==> src/rtl/multicycle_ctrl_pkg.sv <==
// Shared encodings for the multicycle MIPS controller: FSM states, opcodes,
// ALU operation groups, mux selects and ALU control codes.
package multicycle_ctrl_pkg;

    typedef enum logic [3:0] {
        S_FETCH    = 4'd0,
        S_DECODE   = 4'd1,
        S_MEMADR   = 4'd2,
        S_MEMRD    = 4'd3,
        S_MEMWB    = 4'd4,
        S_MEMWR    = 4'd5,
        S_RTYPEEX  = 4'd6,
        S_RTYPEWB  = 4'd7,
        S_BRANCHEX = 4'd8,
        S_ADDIEX   = 4'd9,
        S_ADDIWB   = 4'd10,
        S_JEX      = 4'd11
    } state_e;

    localparam logic [5:0] OP_LW    = 6'b100011;
    localparam logic [5:0] OP_SW    = 6'b101011;
    localparam logic [5:0] OP_RTYPE = 6'b000000;
    localparam logic [5:0] OP_BEQ   = 6'b000100;
    localparam logic [5:0] OP_ADDI  = 6'b001000;
    localparam logic [5:0] OP_J     = 6'b000010;
    localparam logic [5:0] OP_BNE   = 6'b000101;

    typedef enum logic [1:0] {
        ALUOP_ADD   = 2'b00,
        ALUOP_SUB   = 2'b01,
        ALUOP_FUNCT = 2'b10
    } aluop_e;

    localparam logic [1:0] SRCB_REG    = 2'b00;
    localparam logic [1:0] SRCB_FOUR   = 2'b01;
    localparam logic [1:0] SRCB_IMM    = 2'b10;
    localparam logic [1:0] SRCB_IMMSH2 = 2'b11;

    localparam logic [1:0] PCSRC_ALU    = 2'b00;
    localparam logic [1:0] PCSRC_ALUOUT = 2'b01;
    localparam logic [1:0] PCSRC_JUMP   = 2'b10;

    localparam logic [5:0] FUNCT_ADD = 6'b100000;
    localparam logic [5:0] FUNCT_SUB = 6'b100010;
    localparam logic [5:0] FUNCT_AND = 6'b100100;
    localparam logic [5:0] FUNCT_OR  = 6'b100101;
    localparam logic [5:0] FUNCT_XOR = 6'b100110;
    localparam logic [5:0] FUNCT_NOR = 6'b100111;
    localparam logic [5:0] FUNCT_SLT = 6'b101010;

    localparam logic [3:0] ALU_NONE = 4'b0000;
    localparam logic [3:0] ALU_ADD  = 4'b0010;
    localparam logic [3:0] ALU_XOR  = 4'b0011;
    localparam logic [3:0] ALU_AND  = 4'b0100;
    localparam logic [3:0] ALU_OR   = 4'b0101;
    localparam logic [3:0] ALU_SUB  = 4'b0110;
    localparam logic [3:0] ALU_SLT  = 4'b0111;
    localparam logic [3:0] ALU_NOR  = 4'b1100;

endpackage

==> src/rtl/multicycle_ctrl_if.sv <==
// Controller <-> datapath/memory signal bundle; slave is the controller side.
interface multicycle_ctrl_if;

    logic [5:0]  op;
    logic [5:0]  funct;
    logic        zero;
    logic        mem_ready;

    logic        mem_req;
    logic        iord;
    logic        memwrite;
    logic        irwrite;
    logic        regdst;
    logic        memtoreg;
    logic        regwrite;
    logic        alusrca;
    logic [1:0]  alusrcb;
    logic [1:0]  pcsrc;
    logic        pcen;
    logic [3:0]  alucontrol;
    logic        instr_done;
    logic [31:0] instr_count;

    modport slave (
        input  op, funct, zero, mem_ready,
        output mem_req, iord, memwrite, irwrite, regdst, memtoreg, regwrite,
               alusrca, alusrcb, pcsrc, pcen, alucontrol, instr_done, instr_count
    );

    modport master (
        output op, funct, zero, mem_ready,
        input  mem_req, iord, memwrite, irwrite, regdst, memtoreg, regwrite,
               alusrca, alusrcb, pcsrc, pcen, alucontrol, instr_done, instr_count
    );

endinterface

==> src/rtl/multicycle_ctrl_aludec.sv <==
// ALU decoder: maps the FSM's aluop group and the funct field to an ALU
// operation; unrecognised funct codes produce the inert ALU_NONE code.
module multicycle_ctrl_aludec
    import multicycle_ctrl_pkg::*;
(
    input  logic [5:0] funct_i,
    input  aluop_e     aluop_i,
    output logic [3:0] alucontrol_o
);

    always_comb begin
        alucontrol_o = ALU_NONE;
        case (aluop_i)
            ALUOP_ADD: alucontrol_o = ALU_ADD;
            ALUOP_SUB: alucontrol_o = ALU_SUB;
            ALUOP_FUNCT: begin
                case (funct_i)
                    FUNCT_ADD: alucontrol_o = ALU_ADD;
                    FUNCT_SUB: alucontrol_o = ALU_SUB;
                    FUNCT_AND: alucontrol_o = ALU_AND;
                    FUNCT_OR:  alucontrol_o = ALU_OR;
                    FUNCT_XOR: alucontrol_o = ALU_XOR;
                    FUNCT_NOR: alucontrol_o = ALU_NOR;
                    FUNCT_SLT: alucontrol_o = ALU_SLT;
                    default:   alucontrol_o = ALU_NONE;
                endcase
            end
            default: alucontrol_o = ALU_NONE;
        endcase
    end

endmodule

==> src/rtl/multicycle_ctrl.sv <==
// Multicycle MIPS control FSM with memory wait states and retirement counter.
// Optional bne support is enabled by defining MULTICYCLE_BNE_EN.
module multicycle_ctrl
    import multicycle_ctrl_pkg::*;
(
    input  logic              clk,
    input  logic              reset,
    multicycle_ctrl_if.slave  bus
);

    state_e      state_q, state_d;
    logic [31:0] count_q, count_d;

    logic        mem_req, iord, memwrite, irwrite, regdst, memtoreg, regwrite, alusrca;
    logic [1:0]  alusrcb, pcsrc;
    logic        pcwrite, branch, bne_branch, retire;
    aluop_e      aluop;
    logic [3:0]  alucontrol;

    always_ff @(posedge clk) begin
        if (reset) begin
            state_q <= S_FETCH;
            count_q <= 32'd0;
        end else begin
            state_q <= state_d;
            count_q <= count_d;
        end
    end

    // While reset is high every control stays at its default, so an
    // interrupted instruction can neither write nor retire.
    always_comb begin
        state_d    = state_q;
        mem_req    = 1'b0;
        iord       = 1'b0;
        memwrite   = 1'b0;
        irwrite    = 1'b0;
        regdst     = 1'b0;
        memtoreg   = 1'b0;
        regwrite   = 1'b0;
        alusrca    = 1'b0;
        alusrcb    = SRCB_REG;
        pcsrc      = PCSRC_ALU;
        pcwrite    = 1'b0;
        branch     = 1'b0;
        bne_branch = 1'b0;
        retire     = 1'b0;
        aluop      = ALUOP_ADD;

        if (!reset) begin
            case (state_q)
                S_FETCH: begin
                    mem_req = 1'b1;
                    alusrcb = SRCB_FOUR;
                    if (bus.mem_ready) begin
                        irwrite = 1'b1;
                        pcwrite = 1'b1;
                        state_d = S_DECODE;
                    end
                end
                S_DECODE: begin
                    alusrcb = SRCB_IMMSH2;
                    case (bus.op)
                        OP_LW, OP_SW: state_d = S_MEMADR;
                        OP_RTYPE:     state_d = S_RTYPEEX;
                        OP_BEQ:       state_d = S_BRANCHEX;
                        OP_ADDI:      state_d = S_ADDIEX;
                        OP_J:         state_d = S_JEX;
`ifdef MULTICYCLE_BNE_EN
                        OP_BNE:       state_d = S_BRANCHEX;
`endif
                        default:      state_d = S_FETCH;
                    endcase
                end
                S_MEMADR: begin
                    alusrca = 1'b1;
                    alusrcb = SRCB_IMM;
                    state_d = (bus.op == OP_SW) ? S_MEMWR : S_MEMRD;
                end
                S_MEMRD: begin
                    mem_req = 1'b1;
                    iord    = 1'b1;
                    if (bus.mem_ready) state_d = S_MEMWB;
                end
                S_MEMWB: begin
                    regwrite = 1'b1;
                    memtoreg = 1'b1;
                    retire   = 1'b1;
                    state_d  = S_FETCH;
                end
                S_MEMWR: begin
                    mem_req  = 1'b1;
                    iord     = 1'b1;
                    memwrite = 1'b1;
                    if (bus.mem_ready) begin
                        retire  = 1'b1;
                        state_d = S_FETCH;
                    end
                end
                S_RTYPEEX: begin
                    alusrca = 1'b1;
                    aluop   = ALUOP_FUNCT;
                    state_d = S_RTYPEWB;
                end
                S_RTYPEWB: begin
                    regwrite = 1'b1;
                    regdst   = 1'b1;
                    retire   = 1'b1;
                    state_d  = S_FETCH;
                end
                S_BRANCHEX: begin
                    alusrca = 1'b1;
                    aluop   = ALUOP_SUB;
                    pcsrc   = PCSRC_ALUOUT;
`ifdef MULTICYCLE_BNE_EN
                    bne_branch = (bus.op == OP_BNE);
`endif
                    branch  = ~bne_branch;
                    retire  = 1'b1;
                    state_d = S_FETCH;
                end
                S_ADDIEX: begin
                    alusrca = 1'b1;
                    alusrcb = SRCB_IMM;
                    state_d = S_ADDIWB;
                end
                S_ADDIWB: begin
                    regwrite = 1'b1;
                    retire   = 1'b1;
                    state_d  = S_FETCH;
                end
                S_JEX: begin
                    pcsrc   = PCSRC_JUMP;
                    pcwrite = 1'b1;
                    retire  = 1'b1;
                    state_d = S_FETCH;
                end
                default: state_d = S_FETCH;
            endcase
        end

        count_d = retire ? (count_q + 32'd1) : count_q;
    end

    multicycle_ctrl_aludec u_aludec (
        .funct_i      (bus.funct),
        .aluop_i      (aluop),
        .alucontrol_o (alucontrol)
    );

    assign bus.mem_req     = mem_req;
    assign bus.iord        = iord;
    assign bus.memwrite    = memwrite;
    assign bus.irwrite     = irwrite;
    assign bus.regdst      = regdst;
    assign bus.memtoreg    = memtoreg;
    assign bus.regwrite    = regwrite;
    assign bus.alusrca     = alusrca;
    assign bus.alusrcb     = alusrcb;
    assign bus.pcsrc       = pcsrc;
    assign bus.pcen        = pcwrite | (branch & bus.zero) | (bne_branch & ~bus.zero);
    assign bus.alucontrol  = alucontrol;
    assign bus.instr_done  = retire;
    assign bus.instr_count = count_q;

endmodule
==> src/flat_wrapper.sv <==
// flat-port wrapper written by rule: the top's interface ports become plain ports
module multicycle_ctrl_flat import multicycle_ctrl_pkg::*;
  (clk, reset, bus_op, bus_funct, bus_zero, bus_mem_ready, bus_mem_req, bus_iord, bus_memwrite, bus_irwrite, bus_regdst, bus_memtoreg, bus_regwrite, bus_alusrca, bus_alusrcb, bus_pcsrc, bus_pcen, bus_alucontrol, bus_instr_done, bus_instr_count);
  multicycle_ctrl_if bus_i ();
  input  logic clk;
  input  logic reset;
  input wire logic [$bits(bus_i.op)-1:0] bus_op;
  input wire logic [$bits(bus_i.funct)-1:0] bus_funct;
  input wire logic [$bits(bus_i.zero)-1:0] bus_zero;
  input wire logic [$bits(bus_i.mem_ready)-1:0] bus_mem_ready;
  output wire logic [$bits(bus_i.mem_req)-1:0] bus_mem_req;
  output wire logic [$bits(bus_i.iord)-1:0] bus_iord;
  output wire logic [$bits(bus_i.memwrite)-1:0] bus_memwrite;
  output wire logic [$bits(bus_i.irwrite)-1:0] bus_irwrite;
  output wire logic [$bits(bus_i.regdst)-1:0] bus_regdst;
  output wire logic [$bits(bus_i.memtoreg)-1:0] bus_memtoreg;
  output wire logic [$bits(bus_i.regwrite)-1:0] bus_regwrite;
  output wire logic [$bits(bus_i.alusrca)-1:0] bus_alusrca;
  output wire logic [$bits(bus_i.alusrcb)-1:0] bus_alusrcb;
  output wire logic [$bits(bus_i.pcsrc)-1:0] bus_pcsrc;
  output wire logic [$bits(bus_i.pcen)-1:0] bus_pcen;
  output wire logic [$bits(bus_i.alucontrol)-1:0] bus_alucontrol;
  output wire logic [$bits(bus_i.instr_done)-1:0] bus_instr_done;
  output wire logic [$bits(bus_i.instr_count)-1:0] bus_instr_count;
  assign bus_i.op = bus_op;
  assign bus_i.funct = bus_funct;
  assign bus_i.zero = bus_zero;
  assign bus_i.mem_ready = bus_mem_ready;
  assign bus_mem_req = bus_i.mem_req;
  assign bus_iord = bus_i.iord;
  assign bus_memwrite = bus_i.memwrite;
  assign bus_irwrite = bus_i.irwrite;
  assign bus_regdst = bus_i.regdst;
  assign bus_memtoreg = bus_i.memtoreg;
  assign bus_regwrite = bus_i.regwrite;
  assign bus_alusrca = bus_i.alusrca;
  assign bus_alusrcb = bus_i.alusrcb;
  assign bus_pcsrc = bus_i.pcsrc;
  assign bus_pcen = bus_i.pcen;
  assign bus_alucontrol = bus_i.alucontrol;
  assign bus_instr_done = bus_i.instr_done;
  assign bus_instr_count = bus_i.instr_count;
  multicycle_ctrl u_core (.clk(clk), .reset(reset), .bus(bus_i));
endmodule
==> config.mk <==
export PLATFORM = sky130hd
export DESIGN_NAME = multicycle_ctrl_flat
export DESIGN_NICKNAME = d
export VERILOG_FILES = /design/src/rtl/multicycle_ctrl_pkg.sv /design/src/rtl/multicycle_ctrl_if.sv /design/src/rtl/multicycle_ctrl_aludec.sv /design/src/rtl/multicycle_ctrl.sv /design/src/flat_wrapper.sv
export SDC_FILE = /design/constraint.sdc
export NUM_CORES = 1
export LEC_CHECK = 0
export ABC_AREA = 1
export BUFFER_PORTS_ARGS = -buffer_cell sky130_fd_sc_hd__buf_2
export CORE_ASPECT_RATIO = 0.8
export CORE_MARGIN = 3
export CORE_UTILIZATION = 54
export CTS_CLUSTER_DIAMETER = 150
export DETAILED_ROUTE_END_ITERATION = 8
export GPL_TIMING_DRIVEN = 0
export PLACE_DENSITY = 0.85
export SKIP_CTS_REPAIR_TIMING = 1
export SYNTH_ARGS = -nofsm -noshare
export SYNTH_HDL_FRONTEND = slang
export SYNTH_HIERARCHICAL = 1
export SYNTH_SLANG_ARGS = --single-unit
==> constraint.sdc <==
create_clock -name clk -period 2.5 [get_ports clk]
set_input_delay 0.625 -clock clk [delete_from_list [all_inputs] [get_ports clk]]
set_output_delay 0.625 -clock clk [all_outputs]
set_load 0.01 [all_outputs]
==> results by group <==
Logic synthesis
  – Syn. warnings: 6
  – Synthesized flop and latch total: 36
  – Mapped cell area: approximately 0.0027 mm²
  – Post-synthesis cell type count: 36
  – Register area share after synthesis: 26.25%
  – Post-synth top area cell: dfxtp_1
  – Yosys top cell area share: 26.25%
  – Synth Instances: between 400 and 500
  – Synth Net Count: between 400 and 500
  – Syn avg cell area: approximately 5.7 µm²
  – Ranking of synthesized cells by area: dfxtp_1, nand2_1, nor2_1

Timing
  – Clock Skew: 0.009458 ns
  – Worst-margin pin slew: ~0.8 ns
  – Setup-failing EPs final: 0
  – Final hold vios: 0
  – TNS Setup: 0 ns
  – Slew headroom: between 40% and 50%
  – Min Clock Period, post-route: ~2.4 ns
  – Period utilization: slightly below 100%
  – Final Slew Violations: 0
  – Peak Freq: between 400 and 500 MHz
  – Fin worst setup slack: between 0.07 and 0.08 ns
  – Worst hold slack: ~0.51 ns

Placed design
  – Gp weighted congestion: between 0.9 and 1
  – PortBufs: 65
  – Place WS: -0.2183 ns
  – Hpwl dp: 5.827 mm

Critical path
  – Top cell by count, worst path: buf_2
  – Critical path startpoint category: primary input
  – Critical-path cell list: buf_2 -> buf_2 -> buf_6 -> nor2_2 -> inv_1 -> nor4_2 -> buf_2
  – CP required: roughly 1.9 ns
  – Crit-path max cell delay: 0.26 ns
  – CP max stage cell: nor4_2
  – Critical Path Fanout Max: 10
  – Worst Setup End Kind: primary output
  – Arrival time of the worst setup path: around 1.8 ns
  – Crit Path Category: in -> out

Global route
  – Grt met1 use: a little under two fifths
  – GRT Total Usage: between 20 and 30%
  – Vias in the first global route: 2791
  – Met2 global-route usage: 37.59%
  – Top Usage Layer GRT: met1
  – Largest net degree at the start of global routing: 11
  – Grt ovf: 0
  – Initial antenna violation count: 0
  – Met3 GRT Util: under 10%
  – First-pass GRT wire length: 12.30 mm

Routing
  – Final WL: around 7.5 mm
  – WL per Instance: 12.24 µm
  – Vias: approximately 3200
  – DRT Pass-1 Iters: 6
  – DR DRC count: 0
  – DR iter-0 viols: a little under 300
  – Post-route ant nets: 0
  – Routed vias/inst: ~5.3

CTS
  – CTS max path bufs: 2
  – Clock Pin Slew Worst Setup and Hold Paths: roughly 0.060 ns
  – Num CTS Buffers: 5
  – Clk Latency, worst-skew pair: approximately 0.29 ns
  – H-Tree Depth: 2
  – Clock sinks: 36
  – Clock tree root buffer cell: clkbuf_8
  – CTS tree: built

Floorplan
  – Die area: 0.005980 mm²
  – Row Count: 22
  – Die W: around 86 µm
  – Core area: about 0.0047 mm²
  – # IOs: 66
  – Starting Density: roughly 58%
  – Die height: 69.77 µm

Status
  – Status: completed

Pwr
  – Pleak: between 1 and 1.5 nW
  – Reg power frac: 53.1%
  – Sw Ratio: between 20% and 30%
  – P per Cell Area: about 340 mW/mm²
  – Combinational share of power: a little over a tenth
  – Psw: between 0.2 and 0.3 mW
  – Int Pwr: 0.8057 mW
  – Worst vdd ir: around 0.00028 V
  – Clock Power Share: roughly 36%

Finish
  – Commonest non-fill, non-tap cell in the layout: nand2_1
  – Area grow syn2layout: 18.41%
  – Final net count: ~570
  – Share of cells above drive strength 1: between 20% and 30%
  – Inserted Diodes: 0
  – Commonest cells after routing, fill and taps aside: nand2_1, nor2_1, buf_2

Run
  – Max Cap Viol: 0

Worst hold path
  – Hold Crit Class: reg -> reg
-- Yosys cell counts --
cell	n
buf_1	3
buf_8	1
nor4_1	1
xor2_1	6
o21ai_1	3
and2_1	1
a21oi_1	22
a31oi_1	1
a211o_1	1
a21oi_2	10
buf_6	2
nand2_4	2
nand3_1	36
nor3_1	8
inv_1	47
buf_2	1
nand2_2	11
nor2_1	91
dfxtp_1	36
o21ai_0	2
ha_1	1
o2111ai_1	1
a211oi_1	1
nand3_2	1
buf_4	2
o21ai_2	1
xnor2_1	2
nand2_1	165
nor2_8	1
nand4_1	5
clkbuf_1	1
inv_2	6
and3_1	1
nand3b_1	1
nor2_4	2
nor2_2	4
-- final timing paths --
| path | from | to | slack, ns | cells past startpoint |
|---|---|---|---|---|
| setup / recovery | reset | bus_alucontrol[3] | 0.07 | 7 |
| hold / removal | u_core/bus.instr_count[31] | u_core/bus.instr_count[31] | 0.51 | 2 |
| setup reg to reg | u_core/bus.instr_count[1] | u_core/bus.instr_count[20] | 0.69 | 9 |
| hold reg to reg | u_core/bus.instr_count[31] | u_core/bus.instr_count[31] | 0.51 | 2 |
-- area by class of cell --
cell class | instances | area [µm²]
multi-input cells | 381 | 1772
fillers | 452 | 1484
flip-flops and latches | 36 | 721.9
repair buffers | 65 | 325.3
inverters | 53 | 198.9
plain buffers | 10 | 80.08
well taps | 60 | 75.07
clock buffers | 6 | 72.57
clock inverters | 1 | 5.005
-- logic make-up (layout without fill, tap and decap cells) --
family          Yosys count  in the layout  share of synthesized area [%]
flops                    36             36                          26.25
xor+xnor                  8              8                          2.553
buf+inv                  63            135                          9.890
fa+ha+maj                 1              1                         0.4557
compound gates           42             42                          9.572
simple gates            330            330                          51.28
-- routing by layer --
metal | wire, µm | part of all wire, % | vias up
met5 | 0 | 0 | -
met3 | 616 | 8.2 | 6
met4 | 59 | 0.79 | 0
met1 | 3591 | 48 | 1448
li1 | - | - | 1650
met2 | 3223 | 43 | 113
-- flip-flops by register name, indices dropped and copies added (netlist names) --
name,cells
u_core/bus.instr_count,32
u_core/state_q,4
-- metrics by stage --
| step | utilization, % | instances | power, mW | cell area [µm²] |
|---|---|---|---|---|
| after floorplan | - | 480 | 0.6672 | 2745 |
| after global placement | 66.44 | 605 | 0.7062 | 3146 |
| after detailed placement | 66.44 | 605 | 0.7098 | 3146 |
| after CTS | 68.08 | 612 | 1.091 | 3223 |
| after global routing | 68.66 | 612 | 1.136 | 3251 |
| final | 68.66 | 612 | 1.096 | 3251 |
-- worst max-delay path, delay by kind of cell --
family                 cells  cell delay, ns
buffers and inverters      5            0.77
and+or+nand+nor            2            0.41
-- power groups by stage --
stage / sequential [mW] / clock [mW] / combinational, mW
after floorplan: 0.593 / 0 / 0.0740
after global placement: 0.594 / 0 / 0.112
after detailed placement: 0.594 / 0 / 0.116
after CTS: 0.581 / 0.394 / 0.116
after global routing: 0.582 / 0.422 / 0.132
final: 0.582 / 0.395 / 0.119
Power figures use the tool's default switching activity.
